$ cat src/rtl/cpc_bus_arbiter_pkg.sv
// Shared types and defaults for the CPC-style Z80/video shared-RAM arbiter.
package cpc_bus_pkg;

    localparam int PHASE_W      = 4;
    localparam int DEF_CPU_SLOT = 8;
    localparam int DEF_ACC_CYC  = 3;
    localparam int DEF_VID_CYC  = 3;

    typedef enum logic [1:0] {
        CPU_IDLE,
        CPU_WAITSLOT,
        CPU_ACCESS,
        CPU_DONE
    } cpu_state_e;

endpackage

$ cat src/rtl/cpc_bus_arbiter_if.sv
// Z80 bus, video fetch port and shared-RAM side of the arbiter, bundled as one interface.
interface cpc_bus_arbiter_if;
    import cpc_bus_pkg::*;

    logic               mreq_n;
    logic               iorq_n;
    logic               rd_n;
    logic               wr_n;
    logic               m1_n;
    logic               rfsh_n;
    logic [15:0]        cpu_addr;
    logic               vid_req;
    logic [15:0]        vid_addr;
    logic               wait_n;
    logic [15:0]        ram_addr;
    logic               ram_oe;
    logic               ram_we;
    logic               vid_ack;
    logic [PHASE_W-1:0] phase;

    modport master (
        output mreq_n, iorq_n, rd_n, wr_n, m1_n, rfsh_n, cpu_addr, vid_req, vid_addr,
        input  wait_n, ram_addr, ram_oe, ram_we, vid_ack, phase
    );

    modport slave (
        input  mreq_n, iorq_n, rd_n, wr_n, m1_n, rfsh_n, cpu_addr, vid_req, vid_addr,
        output wait_n, ram_addr, ram_oe, ram_we, vid_ack, phase
    );

endinterface

$ cat src/rtl/cpc_bus_arbiter_phase_gen.sv
// Free-running 16-slot phase counter with decoded strobes for the video sample and CPU slot edges.
module cpc_phase_gen
    import cpc_bus_pkg::*;
#(
    parameter int CPU_SLOT = DEF_CPU_SLOT
) (
    input  logic               clk,
    input  logic               reset_n,
    output logic [PHASE_W-1:0] phase_o,
    output logic               last_o,
    output logic               slot_pre_o
);

    localparam logic [PHASE_W-1:0] SLOT_PRE = PHASE_W'(CPU_SLOT - 1);

    logic [PHASE_W-1:0] phase_q;
    logic [PHASE_W-1:0] phase_d;

    assign phase_d = phase_q + PHASE_W'(1);

    always_ff @(posedge clk) begin
        if (!reset_n) begin
            phase_q <= '0;
        end else begin
            phase_q <= phase_d;
        end
    end

    assign phase_o    = phase_q;
    assign last_o     = (phase_q == '1);
    assign slot_pre_o = (phase_q == SLOT_PRE);

endmodule

$ cat src/rtl/cpc_bus_arbiter.sv
// Time-sliced shared-RAM arbiter: fixed video window at phase 0, fixed CPU window at CPU_SLOT,
// Z80 held in WAIT until its slot comes round.
//
// state        | meaning
// CPU_IDLE     | no Z80 memory cycle pending
// CPU_WAITSLOT | request seen, WAIT asserted until the CPU slot opens
// CPU_ACCESS   | RAM driven from the Z80 bus for ACC_CYC cycles
// CPU_DONE     | access finished, waiting for MREQ to end the Z80 cycle
module cpc_bus_arbiter
    import cpc_bus_pkg::*;
#(
    parameter int CPU_SLOT = DEF_CPU_SLOT,
    parameter int ACC_CYC  = DEF_ACC_CYC,
    parameter int VID_CYC  = DEF_VID_CYC
) (
    input  logic               clk,
    input  logic               reset_n,
    cpc_bus_arbiter_if.slave   bus
);

    if (VID_CYC < 1 || ACC_CYC < 1 || VID_CYC > CPU_SLOT || CPU_SLOT + ACC_CYC > 16) begin : g_bad_params
        $error("cpc_bus_arbiter: video and CPU windows must fit in 16 phases without overlap");
    end

    localparam logic [PHASE_W-1:0] ACC_LOAD = PHASE_W'(ACC_CYC - 1);
    localparam logic [PHASE_W-1:0] VID_LOAD = PHASE_W'(VID_CYC - 1);

    logic [PHASE_W-1:0] phase;
    logic               phase_last;
    logic               slot_pre;

    cpc_phase_gen #(.CPU_SLOT(CPU_SLOT)) u_phase_gen (
        .clk        (clk),
        .reset_n    (reset_n),
        .phase_o    (phase),
        .last_o     (phase_last),
        .slot_pre_o (slot_pre)
    );

    cpu_state_e         state_q,    state_d;
    logic [PHASE_W-1:0] acc_cnt_q,  acc_cnt_d;
    logic [PHASE_W-1:0] vid_cnt_q,  vid_cnt_d;
    logic               vid_busy_q, vid_busy_d;
    logic               wait_n_q,   wait_n_d;
    logic               ram_oe_q,   ram_oe_d;
    logic               ram_we_q,   ram_we_d;
    logic               vid_ack_q,  vid_ack_d;
    logic [15:0]        ram_addr_q, ram_addr_d;
    logic               cpu_acc_d;
    logic               cpu_req;
    logic               unused_m1;

    // Opcode fetches arbitrate exactly like data reads.
    assign unused_m1 = bus.m1_n;

    // Refresh and I/O cycles are excluded here so they can never stall the Z80.
    assign cpu_req = !bus.mreq_n && bus.iorq_n && bus.rfsh_n && (!bus.rd_n || !bus.wr_n);

    always_comb begin
        state_d    = state_q;
        acc_cnt_d  = acc_cnt_q;
        vid_busy_d = vid_busy_q;
        vid_cnt_d  = vid_cnt_q;

        case (state_q)
            CPU_IDLE: begin
                if (cpu_req) begin
                    if (slot_pre) begin
                        state_d   = CPU_ACCESS;
                        acc_cnt_d = ACC_LOAD;
                    end else begin
                        state_d = CPU_WAITSLOT;
                    end
                end
            end
            CPU_WAITSLOT: begin
                if (bus.mreq_n) begin
                    state_d = CPU_IDLE;
                end else if (slot_pre) begin
                    state_d   = CPU_ACCESS;
                    acc_cnt_d = ACC_LOAD;
                end
            end
            CPU_ACCESS: begin
                if (bus.mreq_n) begin
                    state_d = CPU_IDLE;
                end else if (acc_cnt_q == '0) begin
                    state_d = CPU_DONE;
                end else begin
                    acc_cnt_d = acc_cnt_q - PHASE_W'(1);
                end
            end
            CPU_DONE: begin
                if (bus.mreq_n) begin
                    state_d = CPU_IDLE;
                end
            end
            default: state_d = CPU_IDLE;
        endcase

        if (phase_last) begin
            vid_busy_d = bus.vid_req;
            vid_cnt_d  = VID_LOAD;
        end else if (vid_busy_q) begin
            if (vid_cnt_q == '0) begin
                vid_busy_d = 1'b0;
            end else begin
                vid_cnt_d = vid_cnt_q - PHASE_W'(1);
            end
        end

        // Outputs are registered, so they are decoded from the next state.
        cpu_acc_d  = (state_d == CPU_ACCESS);
        wait_n_d   = !((state_d == CPU_WAITSLOT) || (cpu_acc_d && acc_cnt_d != '0));
        ram_oe_d   = vid_busy_d || (cpu_acc_d && !bus.rd_n);
        ram_we_d   = cpu_acc_d && !bus.wr_n;
        vid_ack_d  = vid_busy_d && (vid_cnt_d == '0);
        ram_addr_d = ram_addr_q;
        if (vid_busy_d) begin
            ram_addr_d = bus.vid_addr;
        end else if (cpu_acc_d) begin
            ram_addr_d = bus.cpu_addr;
        end
    end

    always_ff @(posedge clk) begin
        if (!reset_n) begin
            state_q    <= CPU_IDLE;
            acc_cnt_q  <= '0;
            vid_cnt_q  <= '0;
            vid_busy_q <= 1'b0;
            wait_n_q   <= 1'b1;
            ram_oe_q   <= 1'b0;
            ram_we_q   <= 1'b0;
            vid_ack_q  <= 1'b0;
            ram_addr_q <= '0;
        end else begin
            state_q    <= state_d;
            acc_cnt_q  <= acc_cnt_d;
            vid_cnt_q  <= vid_cnt_d;
            vid_busy_q <= vid_busy_d;
            wait_n_q   <= wait_n_d;
            ram_oe_q   <= ram_oe_d;
            ram_we_q   <= ram_we_d;
            vid_ack_q  <= vid_ack_d;
            ram_addr_q <= ram_addr_d;
        end
    end

    assign bus.wait_n   = wait_n_q;
    assign bus.ram_oe   = ram_oe_q;
    assign bus.ram_we   = ram_we_q;
    assign bus.vid_ack  = vid_ack_q;
    assign bus.ram_addr = ram_addr_q;
    assign bus.phase    = phase;

endmodule
$ cat src/flat_wrapper.sv
// flat-port wrapper written by rule: the top's interface ports become plain ports
module cpc_bus_arbiter_flat import cpc_bus_pkg::*;
#(
    parameter int CPU_SLOT = DEF_CPU_SLOT,
    parameter int ACC_CYC  = DEF_ACC_CYC,
    parameter int VID_CYC  = DEF_VID_CYC
)
  (clk, reset_n, bus_mreq_n, bus_iorq_n, bus_rd_n, bus_wr_n, bus_m1_n, bus_rfsh_n, bus_cpu_addr, bus_vid_req, bus_vid_addr, bus_wait_n, bus_ram_addr, bus_ram_oe, bus_ram_we, bus_vid_ack, bus_phase);
  cpc_bus_arbiter_if bus_i ();
  input  logic clk;
  input  logic reset_n;
  input wire logic [$bits(bus_i.mreq_n)-1:0] bus_mreq_n;
  input wire logic [$bits(bus_i.iorq_n)-1:0] bus_iorq_n;
  input wire logic [$bits(bus_i.rd_n)-1:0] bus_rd_n;
  input wire logic [$bits(bus_i.wr_n)-1:0] bus_wr_n;
  input wire logic [$bits(bus_i.m1_n)-1:0] bus_m1_n;
  input wire logic [$bits(bus_i.rfsh_n)-1:0] bus_rfsh_n;
  input wire logic [$bits(bus_i.cpu_addr)-1:0] bus_cpu_addr;
  input wire logic [$bits(bus_i.vid_req)-1:0] bus_vid_req;
  input wire logic [$bits(bus_i.vid_addr)-1:0] bus_vid_addr;
  output wire logic [$bits(bus_i.wait_n)-1:0] bus_wait_n;
  output wire logic [$bits(bus_i.ram_addr)-1:0] bus_ram_addr;
  output wire logic [$bits(bus_i.ram_oe)-1:0] bus_ram_oe;
  output wire logic [$bits(bus_i.ram_we)-1:0] bus_ram_we;
  output wire logic [$bits(bus_i.vid_ack)-1:0] bus_vid_ack;
  output wire logic [$bits(bus_i.phase)-1:0] bus_phase;
  assign bus_i.mreq_n = bus_mreq_n;
  assign bus_i.iorq_n = bus_iorq_n;
  assign bus_i.rd_n = bus_rd_n;
  assign bus_i.wr_n = bus_wr_n;
  assign bus_i.m1_n = bus_m1_n;
  assign bus_i.rfsh_n = bus_rfsh_n;
  assign bus_i.cpu_addr = bus_cpu_addr;
  assign bus_i.vid_req = bus_vid_req;
  assign bus_i.vid_addr = bus_vid_addr;
  assign bus_wait_n = bus_i.wait_n;
  assign bus_ram_addr = bus_i.ram_addr;
  assign bus_ram_oe = bus_i.ram_oe;
  assign bus_ram_we = bus_i.ram_we;
  assign bus_vid_ack = bus_i.vid_ack;
  assign bus_phase = bus_i.phase;
  cpc_bus_arbiter #(.CPU_SLOT(CPU_SLOT), .ACC_CYC(ACC_CYC), .VID_CYC(VID_CYC)) u_core (.clk(clk), .reset_n(reset_n), .bus(bus_i));
endmodule
$ cat config.mk
export PLATFORM = sky130hd
export DESIGN_NAME = cpc_bus_arbiter_flat
export DESIGN_NICKNAME = d
export VERILOG_FILES = /design/src/rtl/cpc_bus_arbiter_pkg.sv /design/src/rtl/cpc_bus_arbiter_if.sv /design/src/rtl/cpc_bus_arbiter_phase_gen.sv /design/src/rtl/cpc_bus_arbiter.sv /design/src/flat_wrapper.sv
export SDC_FILE = /design/constraint.sdc
export NUM_CORES = 1
export LEC_CHECK = 0
export CORE_ASPECT_RATIO = 1.5
export CORE_MARGIN = 8
export CORE_UTILIZATION = 40
export DETAILED_ROUTE_END_ITERATION = 12
export DONT_BUFFER_PORTS = 1
export PLACE_DENSITY_LB_ADDON = 0.2
export SLEW_MARGIN = 20
export SYNTH_ARGS = -nofsm -noshare
export SYNTH_HDL_FRONTEND = slang
export SYNTH_SLANG_ARGS = --single-unit
$ cat constraint.sdc
create_clock -name clk -period 2.6 [get_ports clk]
set_input_delay 0.65 -clock clk [delete_from_list [all_inputs] [get_ports clk]]
set_output_delay 0.65 -clock clk [all_outputs]
set_load 0.01 [all_outputs]
# After elaboration in Yosys (flattened, before gate mapping)
# Index checks and enable logic that the tools add are counted.
[op_classes]
muxes = 22
add_sub_neg = 3
eq_ne = 7
reduce_logical = 20
[op_table]
columns = ["operator", "n"]
rows = [
  ["2-to-1 mux 16 bit", 2],
  ["2-to-1 mux 4 bit", 8],
  ["2-to-1 mux 2 bit", 7],
  ["zero test 4 bit", 3],
  ["one-hot mux 4 bit (3 select lines)", 1],
  ["one-hot mux 2 bit (4 select lines)", 1],
  ["subtractor 4 x 1 -> 4 bit (second input constant)", 2],
  ["logical AND 1 bit", 7],
  ["equality test 2 bit (second input constant)", 3],
  ["adder 4 x 1 -> 4 bit (second input constant)", 1],
  ["equality test 2 x 1 -> 1 bit (second input constant)", 2],
  ["equality test 4 x 3 -> 1 bit (second input constant)", 1],
  ["equality test 4 bit (second input constant)", 1],
  ["zero test 1 bit", 4],
  ["nonzero test 4 bit", 1],
  ["logical OR 1 bit", 3],
  ["2-to-1 mux 1 bit", 3],
  ["zero test 2 bit", 1],
  ["nonzero test 2 bit", 1],
]
[totals]
output_inout_bits = 24
ff_bits = 35
wordCells = 62

# Longest topological paths before layout
[depth]
depth_word = 10
depth_mapped = 9
ltp_nobuf = 8

# Cells and area by module
# Synthesis repeated with hierarchy kept, for this count alone.
[hier_totals]
cells_unflattened = 200
area_unflattened_um2 = 1656.6
[modules_own_cells]
columns = ["module", "area_each_um2", "cells_per_inst", "n_inst", "seq_area_each_um2"]
rows = [
  ["cpc_bus_arbiter", 1496.4, 184, 1, 620.6],
  ["cpc_phase_gen", 160.2, 16, 1, 80.1],
]

# Worst setup path after synthesis
# Ideal clock, no wire load.
[synth_path]
path_type = "flip-flop to flip-flop"
start = "register u_core.u_phase_gen.phase_q[0], in the netlist u_core.u_phase_gen.phase_o[0]"
end = "register u_core.wait_n_q, in the netlist u_core.bus.wait_n"
slack_ns = 0.719
setup_time_ns = 0.136
path_stages_with_launch = 9
t_arrival_ns = 1.745
cell_sequence = "dfxtp_1 > ha_1 > nand3b_1 > or3_1 > o21ai_4 > buf_12 > o22ai_2 > o2111ai_1 > a32oi_1"
[synth_via]
elab_chain_cells = 8
elab_cells_between_ends = 16
cone_classes = "eq/ne (3); mux (9); reduce/logical (4)"
[synth_rtl]
columns = ["item", "line_no", "text"]
rows = [
  ["from (decl)", "cpc_bus_arbiter_phase_gen.sv:16", "logic [PHASE_W-1:0] phase_q;"],
  ["from (signal assigned)", "cpc_bus_arbiter_phase_gen.sv:25", "phase_q <= phase_d;"],
  ["equality test 4 x 3 -> 1 bit (*)", "cpc_bus_arbiter_phase_gen.sv:31", "assign slot_pre_o = (phase_q == SLOT_PRE);"],
  ["2-to-1 mux 2 bit, or another cell as far along", "cpc_bus_arbiter.sv:79", "end else if (slot_pre) begin"],
  ["2-to-1 mux 2 bit, or another cell as far along", "cpc_bus_arbiter.sv:77", "if (bus.mreq_n) begin"],
  ["one-hot mux 2 bit (4 select lines) or one-hot mux 4 bit (3 select lines) (tied branches)", "cpc_bus_arbiter.sv:65", "case (state_q)"],
  ["equality test 2 bit or nonzero test 4 bit (tied branches)", "cpc_bus_arbiter.sv:113, cpc_bus_arbiter.sv:114", ""],
  ["logical AND 1 bit", "cpc_bus_arbiter.sv:114", "wait_n_d = !((state_d == CPU_WAITSLOT) || (cpu_acc_d && acc_cnt_d != '0));"],
  ["logical OR 1 bit (*)", "cpc_bus_arbiter.sv:114", ""],
  ["zero test 1 bit (*)", "cpc_bus_arbiter.sv:114", ""],
  ["to (signal assigned)", "cpc_bus_arbiter.sv:142", "wait_n_q <= wait_n_d;"],
  ["to (decl)", "cpc_bus_arbiter.sv:44", "logic wait_n_q, wait_n_d;"],
]
# Every way passes the cells marked *; elsewhere a longest branch is shown, timed or not.
# A chain may end at the register's enable or synchronous reset.

# Worst setup path in the final report
# Same ends and word-level chain as after synthesis.

==> metrics.md <==
| Metric | Value |
|---|---|
| Status | complete, no violations |
| Clock Power Share | 50.5% |
| Initial DRC count | 57 |
| Share of synthesized registers carrying an async set or reset | 0% |
| Post-synthesis register bit count | 35 |
| Yosys warns | 0 |
| RD Place Congestion | 0.843 |
| Synth Instances | 174 |
| Max Fanout on Critical Path | 20 |
| DRT antenna net count | 0 |
| Average routed wire per standard cell | 17.1 µm |
| F_max | 473 MHz |
| Pins Over Slew Limit | 0 |
| Mapped Area | 0.00158 mm² |
| Nets | 219 |
| Largest area contributor in the netlist | dfxtp_1 |
| Largest cells by area after synthesis | dfxtp_1 44%, mux2i_1 10%, a21oi_1 6.7% |
| Setup crit start kind | flip-flop |
| Worst Skew | 9.41 ps |
| Ys flop type | dfxtp_1 |
| Seq pwr share | 47.3% |
| FF-to-FF setup slack | 490 ps |
| Vias in the first global route | 1396 |
| Die ar. | 0.00626 mm² |
| Sw Pwr | 227 µW |
| P_int | 934 µW |
| Initial core utilization | 41.0% |
| DRC viols | 0 |
| Largest buffer count on any clock path | 2 |
| Initial antenna violation count | 0 |
| FF-to-FF path depth | 8 |
| TritonCTS clock tree | built |
| CP peak stage delay | 430 ps |
| Share of layout cells above drive strength 1 | 9.66% |
| PostCTS Resize Cnt | 0 |
| Syn nets | 218 |
| Routed vias/inst | 5.71 |
| Tcrit/Tclk final | 81.3% |
| Final Setup Violations | 0 |
| Total GRT Usage | 12.5% |
| Hold Violations, Final | 0 |
| Hold_buf cts | 0 |
| Crit path DAT | 2280 ps |
| Post-CTS Setup Inserts | 0 |
| Final WL | 3780 µm |
| Rel. slew slack | 64.9% |
| Yosys top cell area share | 44.4% |
| CP Data Required Time | 2760 ps |
| Worst min path class | input port to flip-flop |
| Crit path buf inv count | 1 |
| Pwr Density | 666 mW/mm² |
| Sw frac | 19.5% |
| Core area | 0.00385 mm² |
| List of most frequent post-synthesis cells | 35 x dfxtp_1, 21 x a21oi_1, 18 x o21ai_0 |
| Worst skew pair latency | 290 ps |
| RSZ-0062 raised after global routing | no |
| Total number of vias | 1261 |
| Worst vdd ir | 0.424 mV |
| Count leader, synth | dfxtp_1 |
| Syn_area_per_cell | 9.07 µm² |
| Row count | 28 |
| Final instance area | 0.00174 mm² |
| Post-synth EDFFs | 0 |
| TritonCTS Sinks | 35 |
| Max Cap Viol | 0 |
| Pleak | 0.000581 µW |
| Critical path's slowest cell | dfxtp_1 |
| Clock slew at reported path FFs | 70 ps |
| Worst hold stages | 1 |
| Root buffer cell | clkbuf_8 |
| Pre-antenna DRT Iters | 4 |
| Crit. End Element | flip-flop |
| First-pass GRT wire length | 6150 µm |
| Congestion Overflow GR | 0 |
| Type of the worst setup path | flip-flop to flip-flop |
| Comb power frac | 2.2% |
| CP cell instances | ha_1 -> nand3b_1 -> or3_1 -> o21ai_4 -> buf_12 -> o22ai_2 -> o2111ai_1 -> a32oi_1 |
| Crit path max-delay family | simple AND/OR/NAND/NOR gates |
| Post-synthesis sequential area ratio | 44.4% |
| Actual slew at the worst max-slew pin | 524 ps |
| Setup TNS | 0 ps |
| IO buf count | 0 |
| Antenna cells | 0 |
| Placed Area | 0.00161 mm² |
| Largest net degree at the start of global routing | 33 |
| Hpwl dp | 2910 µm |
| Synth cell types | 40 |
| Num ports | 65 |
| Die width | 67.3 µm |
| CTS buffer count | 5 |
| DP Cell Count | 213 |
| Area grow syn2layout | 10.4% |
| Final Non-Filler Cells | 221 |
| H-tree levels | 2 |
| Die height | 93.0 µm |
| WP depth | 8 |
| Tmin final | 2110 ps |
metal layers:
layer	wire length [µm]	GRT usage, %
met1	1350	10.8
met2	2010	22.7
met3	360	6.17
met4	61	5.95
met5	0	0
logic make-up after synthesis:
| kind of cell | after synthesis | synth area share [%] |
|---|---|---|
| compound gates | 51 | 19.3 |
| simple gates | 50 | 15.9 |
| flops | 35 | 44.4 |
| mux | 17 | 10.9 |
| buf+inv | 15 | 5.47 |
| xor+xnor | 3 | 1.66 |
| fa+ha+maj | 3 | 2.38 |
placed cells by master, fill, tap and decap left out, types with 2 or more instances in the layout:
master	netlist	final
o21ai_0	18	18
ha_1	3	3
nor3_1	5	5
inv_1	6	6
mux2i_1	16	16
nand3_1	6	6
dfxtp_1	35	35
a21oi_1	21	20
nor4_1	3	3
nand2_1	7	7
clkbuf_8	0	5
bufinv_16	0	2
nor2_1	17	17
nand2b_1	3	3
a31oi_1	2	2
xnor2_1	2	2
power groups by stage:
stage,clock network (µW),logic [µW],registers (µW)
detailed placement,0,25.8,562
CTS,597,25.9,549
finish,586,25.6,549
floorplan,0,24.5,560
global placement,0,25.2,562
global route,611,29.5,550
final cells by class:
type                            instances  area, µm²
Clock buffer                            5       68.8
Clock inverter                          3       67.6
Fill cell                             393       2110
Inverter                                7       26.3
Multi-Input combinational cell        124        796
Sequential cell                        35        701
Tap cell                               45       56.3
Timing Repair Buffer                    2       27.5
metrics by stage:
stage | setup slack (ps) | total power [µW] | hold WS (ps) | utilization [%]
global route | 345 | 1190 | 418 | 45.2
detailed placement | 489 | 588 | 506 | 41.7
finish | 486 | 1160 | 426 | 45.2
global placement | 521 | 587 | 493 | 41.7
CTS | 474 | 1170 | 417 | 45.2
floorplan | 719 | 585 | 469 | -
state kept, by name (all words and copies together), names as in the netlist:
signal                      flops
u_core.vid_busy_q               1
u_core.bus.vid_ack              1
u_core.bus.ram_addr            16
u_core.state_q                  2
u_core.acc_cnt_q                4
u_core.bus.ram_we               1
u_core.bus.ram_oe               1
u_core.u_phase_gen.phase_o      4
u_core.bus.wait_n               1
u_core.vid_cnt_q                4
path summary, 6_finish.rpt:
path	endpoint	start
setup / recovery	u_core.bus.wait_n	u_core.u_phase_gen.phase_o[0]
hold / removal	u_core.bus.ram_we	bus_wr_n
setup reg to reg	u_core.bus.wait_n	u_core.u_phase_gen.phase_o[0]
hold reg to reg	u_core.u_phase_gen.phase_o[0]	u_core.u_phase_gen.phase_o[0]
Note: power is estimated with default switching activity, not from simulation.
